`src/rtl/time_setter.sv`:
```
// Purpose: button-driven BCD time editor that loads a clock's time or alarm register.
// Latency: raw button to FSM action is DB_CYCLES+1 clocks; load strobe lasts LOAD_CYCLES clocks.
// Backpressure: none; pulses arriving during COMMIT are dropped, outputs hold until next edit.
//
// Ports:
//   clk, reset                      - sole clock, synchronous active-high reset
//   btn_mode, btn_inc, btn_enter    - raw (bouncy) push buttons
//   sel_alarm                       - commit target: 0 = clock time, 1 = alarm time
//   cur_H1, cur_H0, cur_M1, cur_M0  - current BCD time from the clock
//   H_in1, H_in0, M_in1, M_in0      - edited BCD value toward the clock's load inputs
//   LD_time, LD_alarm               - registered load strobes
//   edit_field                      - 00 idle, 01 hours, 10 minutes, 11 committing

module time_setter #(
    parameter int DB_CYCLES   = 4,
    parameter int LOAD_CYCLES = 100
) (
    input  logic       clk,
    input  logic       reset,
    input  logic       btn_mode,
    input  logic       btn_inc,
    input  logic       btn_enter,
    input  logic       sel_alarm,
    input  logic [1:0] cur_H1,
    input  logic [3:0] cur_H0,
    input  logic [2:0] cur_M1,
    input  logic [3:0] cur_M0,
    output logic [1:0] H_in1,
    output logic [3:0] H_in0,
    output logic [2:0] M_in1,
    output logic [3:0] M_in0,
    output logic       LD_time,
    output logic       LD_alarm,
    output logic [1:0] edit_field
);

    localparam int DW = $clog2(DB_CYCLES + 1);
    localparam int LW = $clog2(LOAD_CYCLES + 1);

    typedef enum logic [1:0] {
        IDLE     = 2'b00,
        EDIT_HR  = 2'b01,
        EDIT_MIN = 2'b10,
        COMMIT   = 2'b11
    } state_t;

    state_t          state;
    logic [LW-1:0]   load_cnt;

    // ------------------------------------------------------------------
    // Debounce: bit 0 = mode, bit 1 = inc, bit 2 = enter.
    // The counter runs only while the raw input disagrees with the
    // debounced level; any agreeing sample clears it, so a glitch shorter
    // than DB_CYCLES leaves no trace. The rising-edge pulse is produced on
    // the same edge the level flips, so it is exactly one cycle wide and
    // cannot repeat while the button stays held.
    // ------------------------------------------------------------------
    logic [2:0]    btn_raw;
    logic [2:0]    db_level;
    logic [2:0]    btn_p;
    logic [DW-1:0] db_cnt [3];

    assign btn_raw = {btn_enter, btn_inc, btn_mode};

    always_ff @(posedge clk) begin
        if (reset) begin
            db_level <= '0;
            btn_p    <= '0;
            for (int i = 0; i < 3; i++) begin
                db_cnt[i] <= '0;
            end
        end else begin
            for (int i = 0; i < 3; i++) begin
                btn_p[i] <= 1'b0;
                if (btn_raw[i] == db_level[i]) begin
                    db_cnt[i] <= '0;
                end else if (db_cnt[i] == DW'(DB_CYCLES - 1)) begin
                    db_level[i] <= btn_raw[i];
                    db_cnt[i]   <= '0;
                    btn_p[i]    <= btn_raw[i];
                end else begin
                    db_cnt[i] <= db_cnt[i] + 1'b1;
                end
            end
        end
    end

    logic mode_p;
    logic inc_p;
    logic enter_p;

    assign mode_p  = btn_p[0];
    assign inc_p   = btn_p[1];
    assign enter_p = btn_p[2];

    // ------------------------------------------------------------------
    // BCD increment helpers. Results are {tens, units}.
    // ------------------------------------------------------------------
    function automatic logic [5:0] hr_inc(input logic [1:0] h1, input logic [3:0] h0);
        logic [5:0] r;
        if (h1 == 2'd2 && h0 == 4'd3) begin
            r = 6'd0;
        end else if (h0 == 4'd9) begin
            r = {h1 + 2'd1, 4'd0};
        end else begin
            r = {h1, h0 + 4'd1};
        end
        return r;
    endfunction

    function automatic logic [6:0] min_inc(input logic [2:0] m1, input logic [3:0] m0);
        logic [6:0] r;
        if (m1 == 3'd5 && m0 == 4'd9) begin
            r = 7'd0;
        end else if (m0 == 4'd9) begin
            r = {m1 + 3'd1, 4'd0};
        end else begin
            r = {m1, m0 + 4'd1};
        end
        return r;
    endfunction

    // ------------------------------------------------------------------
    // Edit / commit FSM. The strobes double as the latched target select:
    // they are set from sel_alarm on the entry edge and only cleared on
    // exit or reset, so sel_alarm is ignored for the rest of COMMIT.
    // ------------------------------------------------------------------
    always_ff @(posedge clk) begin
        if (reset) begin
            state    <= IDLE;
            H_in1    <= '0;
            H_in0    <= '0;
            M_in1    <= '0;
            M_in0    <= '0;
            LD_time  <= 1'b0;
            LD_alarm <= 1'b0;
            load_cnt <= '0;
        end else begin
            case (state)
                IDLE: begin
                    if (mode_p) begin
                        H_in1 <= cur_H1;
                        H_in0 <= cur_H0;
                        M_in1 <= cur_M1;
                        M_in0 <= cur_M0;
                        state <= EDIT_HR;
                    end
                end

                EDIT_HR, EDIT_MIN: begin
                    // Increment acts on the field selected before this edge,
                    // even when a field change or commit happens on it too.
                    if (inc_p) begin
                        if (state == EDIT_HR) begin
                            {H_in1, H_in0} <= hr_inc(H_in1, H_in0);
                        end else begin
                            {M_in1, M_in0} <= min_inc(M_in1, M_in0);
                        end
                    end
                    // Enter takes priority over a simultaneous mode press.
                    if (enter_p) begin
                        state    <= COMMIT;
                        LD_time  <= ~sel_alarm;
                        LD_alarm <= sel_alarm;
                        load_cnt <= '0;
                    end else if (mode_p) begin
                        state <= (state == EDIT_HR) ? EDIT_MIN : EDIT_HR;
                    end
                end

                COMMIT: begin
                    if (load_cnt == LW'(LOAD_CYCLES - 1)) begin
                        state    <= IDLE;
                        LD_time  <= 1'b0;
                        LD_alarm <= 1'b0;
                        load_cnt <= '0;
                    end else begin
                        load_cnt <= load_cnt + 1'b1;
                    end
                end

                default: begin
                    state <= IDLE;
                end
            endcase
        end
    end

    assign edit_field = state;

endmodule

```
`config.mk`:
```
export PLATFORM = sky130hd
export DESIGN_NAME = time_setter
export DESIGN_NICKNAME = d
export VERILOG_FILES = /design/src/rtl/time_setter.sv
export SDC_FILE = /design/constraint.sdc
export NUM_CORES = 1
export LEC_CHECK = 0
export ABC_AREA = 1
export ABC_CLOCK_PERIOD_IN_PS = 1600
export CORE_UTILIZATION = 40
export CTS_CLUSTER_SIZE = 8
export DETAILED_ROUTE_END_ITERATION = 10
export PLACE_DENSITY = 0.73
export SETUP_SLACK_MARGIN = 0.05
export SLEW_MARGIN = 40
export SYNTH_ARGS = -nofsm -noshare
export SYNTH_HDL_FRONTEND = slang
export SYNTH_SLANG_ARGS = --single-unit
```
`constraint.sdc`:
```
create_clock -name clk -period 1.6 [get_ports clk]
set_input_delay 0.32 -clock clk [delete_from_list [all_inputs] [get_ports clk]]
set_output_delay 0.32 -clock clk [all_outputs]
set_load 0.01 [all_outputs]
```
==> run_results.csv, run 1 <==
group,metric,value,unit
timing,fin_skew,0.005012,ns
detailed_routing,wl_met3,201,um
clock_tree,cts.sinks,39,
setup_path,critPathKind,"reg2out",
floorplan,num_io_pins,36,
power_and_ir_drop,power_density,874.3,nW/um2
clock_tree,tritoncts,"built",
yosys,synth-seq-cells,39,
timing,hold_ws,0.4655,ns
clock_tree,htree_levels,2,
yosys,synthFlopType,"dfxtp_1",
floorplan,die_area,6002,um2
setup_path,crit_family,"buffers and inverters",
timing,fmax,651.8,MHz
place,dp_slack,-0.001067,ns
detailed_routing,ant_nets,0,
floorplan,die_h,77.47,um
yosys,synth_top_area_cell,"dfxtp_1",
grt,grt_pass1_wl,7962,um
grt,grt_antenna_before_repair,0,
yosys,synth-edff-count,9,
detailed_routing,num_vias,2018,
detailed_routing,avgRoutedWirePerCell,10.42,um
setup_path,crit_buf_inv,1,
detailed_routing,met2WireLength,2118,um
setup_path,arrival,1.21,ns
grt,grt_max_degree,13,
clock_tree,cts_buffer_depth,2,
detailed_routing,via_per_inst,4.639,
yosys,synth_top_area_frac,0.2636,
detailed_routing,dr.first_iter.drc_count,106,
yosys,ys_top_cells_by_count,"57 x nand2_1, 48 x inv_1, 39 x nor2_1",
setup_path,critical_path.cell_chain,"clkdlybuf4s50_1",
grt,track_usage,0.1657,
place,placed_cell_area,2798,um2
floorplan,core-area,5507,um2
power_and_ir_drop,peakVddDrop,0.6970,mV
setup_path,required,1.28,ns
detailed_routing,drc_errors,0,
clock_tree,cts_buffers,5,
final_layout,fin_nets,398,
yosys,seq_area_frac_synth,0.3822,
yosys,async_reset_ff_frac,0,
final_layout,area_growth,32.18,%
timing,timing.final.ws_setup,0.06583,ns
final_layout,drive_gt1_frac,0.1763,
power_and_ir_drop,leakage,1.430,nW
yosys,synthCells,305,
grt,grt_pass1_vias,1894,
detailed_routing,drt-pass1-iter-count,4,
yosys,synth_cell_types,36,
floorplan,initial_core_util,0.4138,
detailed_routing,wl,4533,um
setup_path,crit_path_end_kind,"primary output",
yosys,synth_area,2278,um2
yosys,avgSynthCellArea,7.470,um2
setup_path,critPathMaxStageDelay,0.55,ns
timing,rsz0062_at_grt,"true",
place,port_buffers,35,
clock_tree,root_buffer,"clkbuf_8",
detailed_routing,top_layer,"met4",
clock_tree,clkLatencyLatePin,0.29,ns
yosys,synthTopCellsByArea,"dfxtp_1 26%, edfxtp_1 12%, nand2_1 9.4%",
clock_tree,clkSlewWorstSetupHoldPaths,0.08,ns
timing,fin_crit_sh,0.9589,
run,maxCapViolCount,0,
place,dp_hpwl,3386,um
timing,hold_viol,0,
final_layout,stdcell_area,3012,um2
final_layout,fillers,498,
setup_path,worst-path-max-fanout,3,
detailed_routing,wl_met1,2126,um
floorplan,die_w,77.47,um
timing,finalCriticalPeriod,1.534,ns
floorplan,row_count,27,
setup_path,start_kind,"flop",
setup_path,cp_slowest_cell,"clkdlybuf4s50_1",
grt,grt_overflow,0,
timing,setup_viol,0,
final_layout,antenna_cells,0,
yosys,ys.warnings.count,0,
yosys,synth_most_common_cell,"nand2_1",
status,run_status,"completed",
place,place_congestion,0.8419,
min_path,hold_class,"reg2reg",
timing,slew_violations,0,
[sequential cells by signal, summed over array words and instances (netlist names)]
signal / flops
LD_alarm: 1
db_level: 3
btn_p: 3
H_in1: 2
M_in0: 4
load_cnt: 7
H_in0: 4
db_cnt: 9
LD_time: 1
edit_field: 2
M_in1: 3
[per-layer routing]
layer,vias to the layer above,global-route usage
li1,1078,-
met3,7,0.04235
met2,38,0.2726
met5,-,0
met1,895,0.2001
met4,0,0.08113
[cell usage in the layout (no fill, tap or decap), drive strengths merged]
cell / count
a21o: 1
a21oi: 20
a31o: 1
buf: 13
bufinv: 1
clkbuf: 5
clkdlybuf4s50: 23
clkinv: 2
conb: 9
dfxtp: 30
dlygate4sd2: 6
dlymetal6s2s: 6
edfxtp: 9
ha: 17
inv: 51
nand2: 64
nand3: 25
nand3b: 1
nand4: 6
nor2: 44
nor3: 4
o21a: 1
o21ai: 17
or2: 4
xnor2: 2
xor2: 1
[power breakdown]
| group | total [W] | internal (W) | switching, W |
|---|---|---|---|
| combinational | 0.000678 | 0.000315 | 0.000363 |
| sequential | 0.00115 | 0.00108 | 0.0000625 |
| clock | 0.000809 | 0.000457 | 0.000352 |
[layout make-up]
| type | instances | area (um2) | share of cell area |
|---|---|---|---|
| multi-input combinational | 217 | 1264 | 0.4196 |
| sequential | 39 | 878.3 | 0.2916 |
| timing repair buffer | 48 | 467.9 | 0.1554 |
| inverter | 51 | 203.9 | 0.06772 |
| tap | 72 | 90.09 | 0.02991 |
| clock buffer | 5 | 68.82 | 0.02285 |
| clock inverter | 3 | 38.79 | 0.01288 |
[worst paths after layout]
check	start	to	slack, ns	cells past startpoint
worst max-delay path	H_in1[1]	H_in1[1]	0.07	1
worst min-delay path	LD_alarm	LD_alarm	0.47	2
worst max register to register	edit_field[0]	M_in0[3]	0.10	10
worst min register to register	LD_alarm	LD_alarm	0.47	2
[cell families after synthesis]
logic type | count (synthesis) | synth area share
and+or+nand+nor | 148 | 0.3136
buffers and inverters | 57 | 0.1043
AOI/OAI and AO/OA | 40 | 0.09336
DFF | 39 | 0.3822
adders and majority gates | 17 | 0.09335
xor gates and xnor gates | 3 | 0.01153
other | 1 | 0.001646
[repair_timing]
action | in CTS | in global routing
resized for setup | 13 | 24
hold endpoints to repair | 0 | 0
setup buffers | 2 | 2
pin swaps | 1 | 4
endpoints found under the setup margin | 26 | 24
hold buffers | 0 | 0
[stage by stage]
stage	std cells	total power, W	utilization	setup TNS [ns]
4_1_cts	433	0.002621	0.5326	0
5_1_grt	435	0.002801	0.5469	0
3_3_place_gp	423	0.001785	0.5081	0
2_1_floorplan	313	0.001547	-	0
6_report	435	0.002633	0.5469	0
3_5_place_dp	423	0.001802	0.5081	-0.001067
[worst register-to-register path, delay by kind of cell (launching register included)]
family / cells / cell delay, ns
and+or+nand+nor: 3 / 0.31
buffers and inverters: 5 / 0.45
DFF: 1 / 0.34
AOI/OAI and AO/OA: 1 / 0.06
adders and majority gates: 1 / 0.23
Power figures use the tool's default switching activity.
==> run 2: changes to the inputs <==
--- a/config.mk
+++ b/config.mk
@@ -10,7 +10,8 @@
 export CORE_UTILIZATION = 40
 export CTS_CLUSTER_SIZE = 8
 export DETAILED_ROUTE_END_ITERATION = 10
-export PLACE_DENSITY = 0.73
+export DONT_BUFFER_PORTS = 1
+export PLACE_DENSITY = 0.64
 export SETUP_SLACK_MARGIN = 0.05
 export SLEW_MARGIN = 40
 export SYNTH_ARGS = -nofsm -noshare
==> run 2 against run 1 <==
  * Clock power up 4.1%
  * Utilization shrank 7.9 points
  * Clock skew hardly changed
  * Sequential share of layout area rose by 4.8 points
  * Critical path type is now reg2reg
  * Highest routed layer unchanged
==> run_results.csv, run 2 (synthesis results as in run 1) <==
group,metric,value,unit
detailed_routing,avgRoutedWirePerCell,11.07,um
timing,finalCriticalPeriod,1.467,ns
detailed_routing,drc_errors,0,
grt,grt_antenna_before_repair,0,
setup_path,r2r-start,"edit_field[1]",
detailed_routing,num_vias,1848,
setup_path,crit_path_end_kind,"flop",
place,port_buffers,0,
setup_path,required,1.78,ns
floorplan,row_count,27,
power_and_ir_drop,clkPwrFrac,0.338,
detailed_routing,drt-pass1-iter-count,4,
final_layout,area_growth,13.01,%
final_layout,final_cell_mix,"56 x nand2_1, 48 x inv_1, 38 x nor2_1",
place,dp_hpwl,3291,um
grt,grt_max_degree,15,
power_and_ir_drop,leakage,1.136,nW
grt,grt_pass1_vias,1697,
min_path,hold_class,"in2reg",
floorplan,initial_core_util,0.4138,
detailed_routing,dr.first_iter.drc_count,62,
setup_path,crit_buf_inv,3,
run,maxCapViolCount,0,
timing,fin_crit_sh,0.9171,
final_layout,fin_nets,359,
setup_path,crit_family,"buffers and inverters",
place,place_congestion,0.8021,
final_layout,fillers,554,
min_path,min_from,"reset",
floorplan,num_io_pins,36,
final_layout,fin_cells,396,
timing,rsz0062_at_grt,"true",
floorplan,die_w,77.47,um
power_and_ir_drop,peakVddDrop,0.5013,mV
setup_path,start_kind,"flop",
grt,grt_overflow,0,
timing,fin_tns_setup,0,ns
setup_path,reg2reg_slack,0.13,ns
power_and_ir_drop,swShare,0.3027,
detailed_routing,via_per_inst,4.667,
power_and_ir_drop,power,0.002491,W
clock_tree,cts_buffer_depth,2,
clock_tree,htree_levels,2,
final_layout,top_register,"db_cnt",
status,run_status,"completed",
power_and_ir_drop,comb_power_share,0.193,
detailed_routing,met2WireLength,2054,um
power_and_ir_drop,power_switching,0.0007540,W
final_layout,reg_top3,"db_cnt x9, load_cnt x7",
setup_path,cp_common_cell,"inv_1",
clock_tree,root_buffer,"clkbuf_8",
timing,fin_skew,0.005224,ns
setup_path,critical_path.cell_chain,"inv_1 -> ha_4 -> buf_4 -> nand2_1 -> inv_1 -> nor2_4 -> o21ai_0 -> nor2_1",
detailed_routing,ant_nets,0,
place,placed_cells,388,
setup_path,setup.worst_path.start,"edit_field[1]",
setup_path,arrival,1.65,ns
clock_tree,hold_buffers,0,
final_layout,drive_gt1_frac,0.1512,
clock_tree,clkLatencyLatePin,0.29,ns
detailed_routing,wl_met3,229,um
timing,setup_viol,0,
floorplan,die_area,6002,um2
power_and_ir_drop,pwr-share-seq,0.469,
power_and_ir_drop,power_density,967.4,nW/um2
grt,grt_pass1_wl,7534,um
floorplan,die_h,77.47,um
power_and_ir_drop,p_int,0.001737,W
final_layout,final_common_cell,"nand2_1",
setup_path,critPathMaxStageDelay,0.33,ns
grt,track_usage,0.1583,
clock_tree,cts_buffers,5,
clock_tree,clkSlewWorstSetupHoldPaths,0.08,ns
timing,slew_violations,0,
detailed_routing,top_layer,"met4",
setup_path,cp_slowest_cell,"dfxtp_2",
floorplan,core-area,5507,um2
clock_tree,cts.sinks,39,
timing,hold_viol,0,
final_layout,largest_reg_flops,9,
setup_path,worst-path-max-fanout,10,
setup_path,critPathKind,"reg2reg",
detailed_routing,wl_met1,2022,um
final_layout,antenna_cells,0,
detailed_routing,wl,4383,um
timing,fmax,681.5,MHz
clock_tree,tritoncts,"built",
run 2: cell types whose count changed in the layout (fill, tap and decap cells not counted), moves of 4 or more:
cell / previous run / this run
dlymetal6s2s_1: 6 / 0
nand2_1: 52 / 56
clkdlybuf4s50_1: 23 / 0
dlygate4sd2_1: 6 / 0
inv_1: 44 / 48
run 2: what timing repair did:
item                                   4_1_cts  5_1_grt
pin swaps                                    0        1
buffers inserted                             0        0
endpoints found under the hold margin        0        0
setup endpoints to repair                   19       15
resized for setup                            2        6
cloned                                       0        0
run 2: worst paths after layout:
kind / to / cells after the start
worst max-delay path: M_in0[0] / 8
worst min-delay path: edit_field[1] / 1
worst max register to register: M_in0[0] / 8
worst min register to register: btn_p[0] / 1
run 2: per-layer routing:
| metal | vias to the layer above | global-route usage |
|---|---|---|
| met1 | 806 | 0.1902 |
| met3 | 7 | 0.04588 |
| li1 | 993 | - |
| met2 | 42 | 0.2575 |
| met4 | 0 | 0.07736 |
| met5 | - | 0 |
run 2: power by group through the flow:
stage          clock [W]  sequential [W]  combinational [W]
2_1_floorplan          0         0.00119           0.000361
3_3_place_gp           0         0.00119           0.000456
3_5_place_dp           0         0.00119           0.000462
4_1_cts         0.000874         0.00117           0.000474
5_1_grt         0.000926         0.00118           0.000548
6_report        0.000842         0.00117           0.000480
run 2: per-stage QoR:
| step | setup WS [ns] | utilization | area (um2) | hold WS [ns] |
|---|---|---|---|---|
| finish | 0.1326 | 0.4676 | 2575 | 0.08309 |
| global route | 0.02015 | 0.4676 | 2575 | 0.05804 |
| CTS | 0.09529 | 0.4653 | 2562 | 0.06974 |
| detailed placement | -0.01322 | 0.4422 | 2435 | 0.3945 |
| global placement | 0.008210 | 0.4422 | 2435 | 0.3904 |
| floorplan | 0.06969 | - | 2316 | 0.4311 |
run 2: final cells by class:
class | instances | area (um2) | share of cell area
multi-input combinational | 217 | 1229 | 0.4772
sequential | 39 | 874.6 | 0.3397
inverter | 51 | 198.9 | 0.07726
tap | 72 | 90.09 | 0.03499
clock buffer | 5 | 68.82 | 0.02672
timing repair buffer | 9 | 67.56 | 0.02624
clock inverter | 3 | 46.29 | 0.01798
run 2: worst register-to-register path, stage by stage, from the launching register on:
cell,delay (ns)
dfxtp_2,0.33
inv_1,0.07
ha_4,0.33
buf_4,0.18
nand2_1,0.06
inv_1,0.09
nor2_4,0.05
o21ai_0,0.17
nor2_1,0.07
